--- config.mk ---
export PLATFORM = sky130hd
export DESIGN_NAME = ram_arbiter
export DESIGN_NICKNAME = d
export VERILOG_FILES = /design/src/rtl/rv32ima_pkg.sv /design/src/rtl/ram_byte_merge.sv /design/src/rtl/ram_arbiter.sv
export SDC_FILE = /design/constraint.sdc
export NUM_CORES = 1
export LEC_CHECK = 0
export CORE_AREA = 2 2 104 106
export DETAILED_ROUTE_END_ITERATION = 8
export DIE_AREA = 0 0 106 108
export GPL_ROUTABILITY_DRIVEN = 0
export HOLD_SLACK_MARGIN = 0.1
export PLACE_DENSITY = 0.92
export SYNTH_ARGS = -nofsm -noshare
export SYNTH_HDL_FRONTEND = slang
export SYNTH_SLANG_ARGS = --single-unit
--- constraint.sdc ---
create_clock -name clk -period 2.35 [get_ports clk]
set_clock_uncertainty 0.2 [all_clocks]
set_input_delay 0.47 -clock clk [delete_from_list [all_inputs] [get_ports clk]]
set_output_delay 0.47 -clock clk [all_outputs]
set_load 0.005 [all_outputs]
--- src/rtl/rv32ima_pkg.sv ---
// Shared types and constants for the rv32ima memory subsystem.
package rv32ima_pkg;

    localparam int RAM_ADDR_W = 14;

    typedef enum logic [1:0] {
        IDLE,
        MERGE,
        ACK
    } ram_arb_state_t;

    typedef enum logic {
        OWN_FETCH,
        OWN_DATA
    } ram_owner_t;

endpackage

--- src/rtl/ram_byte_merge.sv ---
// Byte-lane merge for read-modify-write: enabled lanes take the new word,
// the rest keep the word read back from RAM.
module ram_byte_merge #(
    parameter int DATA_W = 32
) (
    input  logic [DATA_W-1:0]   old_word,
    input  logic [DATA_W-1:0]   new_word,
    input  logic [DATA_W/8-1:0] be,
    output logic [DATA_W-1:0]   merged
);

    for (genvar k = 0; k < DATA_W/8; k++) begin : g_lane
        assign merged[8*k +: 8] = be[k] ? new_word[8*k +: 8] : old_word[8*k +: 8];
    end

endmodule

--- src/rtl/ram_arbiter.sv ---
// Round-robin arbiter sharing one single-port RAM between the fetch and
// data ports; sub-word stores are done as read-modify-write.
module ram_arbiter
    import rv32ima_pkg::*;
#(
    parameter int ADDR_W = RAM_ADDR_W,
    parameter int DATA_W = 32
) (
    input  logic                clk,
    input  logic                nrst,
    input  logic                i_req,
    input  logic [31:0]         i_addr,
    output logic                i_ready,
    output logic [DATA_W-1:0]   i_rdata,
    input  logic                d_req,
    input  logic                d_wen,
    input  logic [31:0]         d_addr,
    input  logic [DATA_W-1:0]   d_wdata,
    input  logic [DATA_W/8-1:0] d_be,
    output logic                d_ready,
    output logic [DATA_W-1:0]   d_rdata,
    output logic [ADDR_W-1:0]   ram_addr,
    output logic [DATA_W-1:0]   ram_store,
    output logic                ram_wen,
    input  logic [DATA_W-1:0]   ram_load
);

    localparam logic [DATA_W/8-1:0] BE_ALL  = '1;
    localparam logic [DATA_W/8-1:0] BE_NONE = '0;

    ram_arb_state_t      state_q, state_d;
    ram_owner_t          owner_q, last_q, gnt_owner;
    logic                en_q;
    logic                gnt;
    logic                wen_q;
    logic [ADDR_W-1:0]   addr_q;
    logic [DATA_W-1:0]   wdata_q;
    logic [DATA_W/8-1:0] be_q;
    logic [DATA_W-1:0]   merged;
    logic [ADDR_W-1:0]   i_word, d_word;

    // Byte offset and high bits are dropped, so upper addresses alias.
    assign i_word = i_addr[ADDR_W+1:2];
    assign d_word = d_addr[ADDR_W+1:2];

    logic unused_addr_bits;
    assign unused_addr_bits = ^{i_addr[31:ADDR_W+2], i_addr[1:0],
                                d_addr[31:ADDR_W+2], d_addr[1:0]};

    ram_byte_merge #(.DATA_W(DATA_W)) u_merge (
        .old_word (ram_load),
        .new_word (wdata_q),
        .be       (be_q),
        .merged   (merged)
    );

    // Grant only from IDLE once out of reset; on conflict the port not
    // served last wins.
    always_comb begin
        gnt       = 1'b0;
        gnt_owner = OWN_FETCH;
        if (state_q == IDLE && en_q && (i_req || d_req)) begin
            gnt = 1'b1;
            if (d_req && (!i_req || last_q == OWN_FETCH))
                gnt_owner = OWN_DATA;
        end
    end

    // Next state and all outputs; everything idles at zero.
    always_comb begin
        state_d   = state_q;
        ram_addr  = '0;
        ram_store = '0;
        ram_wen   = 1'b0;
        i_ready   = 1'b0;
        i_rdata   = '0;
        d_ready   = 1'b0;
        d_rdata   = '0;
        case (state_q)
            IDLE: begin
                if (gnt) begin
                    state_d = ACK;
                    if (gnt_owner == OWN_FETCH) begin
                        ram_addr = i_word;
                    end else begin
                        ram_addr = d_word;
                        if (d_wen && d_be == BE_ALL) begin
                            ram_wen   = 1'b1;
                            ram_store = d_wdata;
                        end else if (d_wen && d_be != BE_NONE) begin
                            state_d = MERGE;
                        end
                    end
                end
            end
            MERGE: begin
                ram_addr  = addr_q;
                ram_store = merged;
                ram_wen   = 1'b1;
                state_d   = ACK;
            end
            ACK: begin
                state_d = IDLE;
                if (owner_q == OWN_FETCH) begin
                    i_ready = 1'b1;
                    i_rdata = ram_load;
                end else begin
                    d_ready = 1'b1;
                    if (!wen_q) d_rdata = ram_load;
                end
            end
            default: state_d = IDLE;
        endcase
    end

    // State, enable, and the request copy captured at grant.
    always_ff @(posedge clk or negedge nrst) begin
        if (!nrst) begin
            state_q <= IDLE;
            en_q    <= 1'b0;
            last_q  <= OWN_FETCH;
            owner_q <= OWN_FETCH;
            wen_q   <= 1'b0;
            addr_q  <= '0;
            wdata_q <= '0;
            be_q    <= '0;
        end else begin
            state_q <= state_d;
            en_q    <= 1'b1;
            if (gnt) begin
                owner_q <= gnt_owner;
                last_q  <= gnt_owner;
                if (gnt_owner == OWN_FETCH) begin
                    wen_q  <= 1'b0;
                    addr_q <= i_word;
                end else begin
                    wen_q   <= d_wen;
                    addr_q  <= d_word;
                    wdata_q <= d_wdata;
                    be_q    <= d_be;
                end
            end
        end
    end

endmodule

==> flow_summary.toml <==
[cts]
worstSkewPairLatency_ns = 0.31
clkTransAtPathRegs_ns = 0.10
cts_root_buffer = "clkbuf_8"
clk_path_buf_depth = 2
cts.sinks = 55
cts_htree_levels = 2
cts_tree = "built"
cts_made_buffers = 5

[cells_and_area]
area_growth_pct = 116
antenna-diode-count = 0
mostFrequentLayoutCell = "buf_6"
final_cell_mix = "buf_6 (104), clkdlybuf4s50_1 (93), buf_4 (91)"
drive_above_1_share_pct = 60.7
final_nets = 832

[timing]
fin_crit_sh_pct = 108
slew_headroom_pct = 58.9
hold_viol_final = 0
fin_ws_ns = -0.197
worstMarginPinSlew_ns = 0.617
grt_setup_unrepaired = "true"
fmax_ghz = 0.393
setup_viol = 112
period_minus_slack_ns = 2.55
finalSetupTns_ns = -10.92
holdWs_ns = 0.306
slew_violations = 0

[synth]
synth.distinct_cells = 29
yosysTopAreaCell = "dfrtp_1"
netlist_area_sq_um = 3650
ys_seq_area_share_pct = 37.7
synth_nets = 493
synth.top_cell.area_share_pct = 37.7
avgSynthCellArea_sq_um = 10.2
synth_flop_cell = "dfrtp_1"
synthTopCellsByArea = "dfrtp_1 (38%), mux2i_1 (16%), and2_1 (11%), mux2_4 (8.2%), o22ai_1 (5.1%)"
synthCells = 356
synth_seq_cells = 55
synth-edff-count = 0
ys.warnings.count = 0
async_flop_share_pct = 100

[worst_setup_path]
slowest_delay_ns = 0.41
cp.required_ns = 1.68
cpMaxStageDelayCell = "dfrtp_1"
worstPathMaxFanout = 4
startpoint_type = "register"
critPathKind = "reg2out"
cpMostUsedCell = "buf_6"
cp_cell_sequence = "buf_6 > buf_6 > nor3b_4 > buf_6 > buf_6 > buf_12 > buf_12 > and2_1 > buf_2"
critPathArrivalTime_ns = 1.88
critPathCaptureType = "output pin"

[global_route]
gr-total-overflow = 0
grt_max_degree = 34
grt_pass1_vias = 4549
grtUsageTotal_pct = 26.9
antenna_found_initial = 1
grt_pass1_wl_um = 23900

[outcome]
status = "finished, violations left"
violations = "setup timing"

[detailed_routing]
drt-vias-per-instance = 5.19
wl_per_cell_um = 20.2
ant_nets = 0
firstDrtPassIters = 4
drc = 0
vias = 4309
routed_wl_um = 16800
drt_iter0_drc = 167

[min_path]
worstHoldPathType = "reg2reg"

[placement]
dp_hpwl_um = 9910
numPortBuffers = 213

[pwr]
power.total_mw = 4.25
power-per-cell-area_nw_per_um2 = 539
power.leakage_nw = 3.91
peakVddDrop_mv = 0.340

[floorplanning]
start_util_pct = 35.6
core_area_sq_um = 10200
rows = 37
die_w_um = 106
io_pins = 250
dieArea_sq_um = 11400
die_h_um = 108

[flow_run]
drv_cap = 0
## cells in the mapped netlist (all sizes together) (2+ instances only)
master / n
clkbuf: 11
mux2i: 60
buf: 18
dfrtp: 55
nor3b: 2
o22ai: 30
a21oi: 2
o32ai: 16
inv: 47
mux2: 36
and2: 65
## per-stage QoR
stage | cells | utilization, % | setup WS, ns | area, sq um
after floorplan | 356 | - | 0.241 | 3650
after global placement | 751 | 63.1 | -0.710 | 6450
final | 831 | 77.0 | -0.197 | 7880
after global routing | 831 | 77.0 | -0.244 | 7880
after detailed placement | 751 | 63.1 | -0.706 | 6450
after CTS | 827 | 71.5 | -0.197 | 7320
## power breakdown
part           total [mW]  switching (mW)  internal [mW]
combinational        2.22           0.862           1.36
sequential           1.48           0.247           1.23
clock               0.543           0.311          0.233
total                4.25            1.42           2.83
## cells by family after synthesis
logic type      count (synthesis)  share of synthesized area [%]
other cells                     1                          0.103
simple gates                   75                           13.3
compound gates                 53                           10.3
buf+inv                        76                           8.95
mux                            96                           29.6
flops                          55                           37.7
## timing repair
item	4_1_cts	5_1_grt
buffers inserted	57	13
hold buffers	1	0
pin swaps	49	23
cloned	12	0
gates resized for setup	603	125
hold endpoints to repair	22	0
setup endpoints to repair	113	112
## flip-flops by register name, indices dropped and copies added, names as in the netlist
name / flops
wdata_q: 32
addr_q: 14
be_q: 4
state_q: 2
en_q: 1
last_q: 1
wen_q: 1
## worst max-delay path: cells and delay by family, from the launching register on
kind	cells	cell delay (ns)
flip-flops	1	0.41
AND/OR/NAND/NOR	2	0.34
buffers and inverters	7	0.81
## area by class of cell
| cell class | instances | area [sq um] |
|---|---|---|
| Inverter | 47 | 176 |
| Clock buffer | 6 | 82.6 |
| Tap cell | 136 | 170 |
| Clock inverter | 1 | 5.00 |
| Fill cell | 606 | 2350 |
| Timing Repair Buffer | 361 | 3410 |
| Sequential cell | 55 | 1380 |
| Multi-Input combinational cell | 225 | 2650 |
## per-layer routing
metal | track usage, % | up-vias | share of wire (%)
met5 | 0 | - | 0.066
met4 | 10.3 | 2 | 2.4
met3 | 5.00 | 41 | 5.7
met2 | 51.9 | 204 | 54
met1 | 28.9 | 2154 | 38
li1 | - | 1908 | -
## path summary, 6_finish.rpt
| kind | start | end | slack (ns) | cells past startpoint |
|---|---|---|---|---|
| worst max-delay path | state_q[0] | i_rdata[19] | -0.20 | 9 |
| worst min-delay path | wdata_q[0] | wdata_q[0] | 0.31 | 1 |
| worst max register to register | last_q | wdata_q[31] | 0.16 | 8 |
| worst min register to register | wdata_q[0] | wdata_q[0] | 0.31 | 1 |
| max in group asynchronous | nrst | wen_q | 0.85 | 3 |
| min in group asynchronous | nrst | wdata_q[15] | 0.49 | 2 |
No activity file was read; power rests on OpenSTA's default activity.
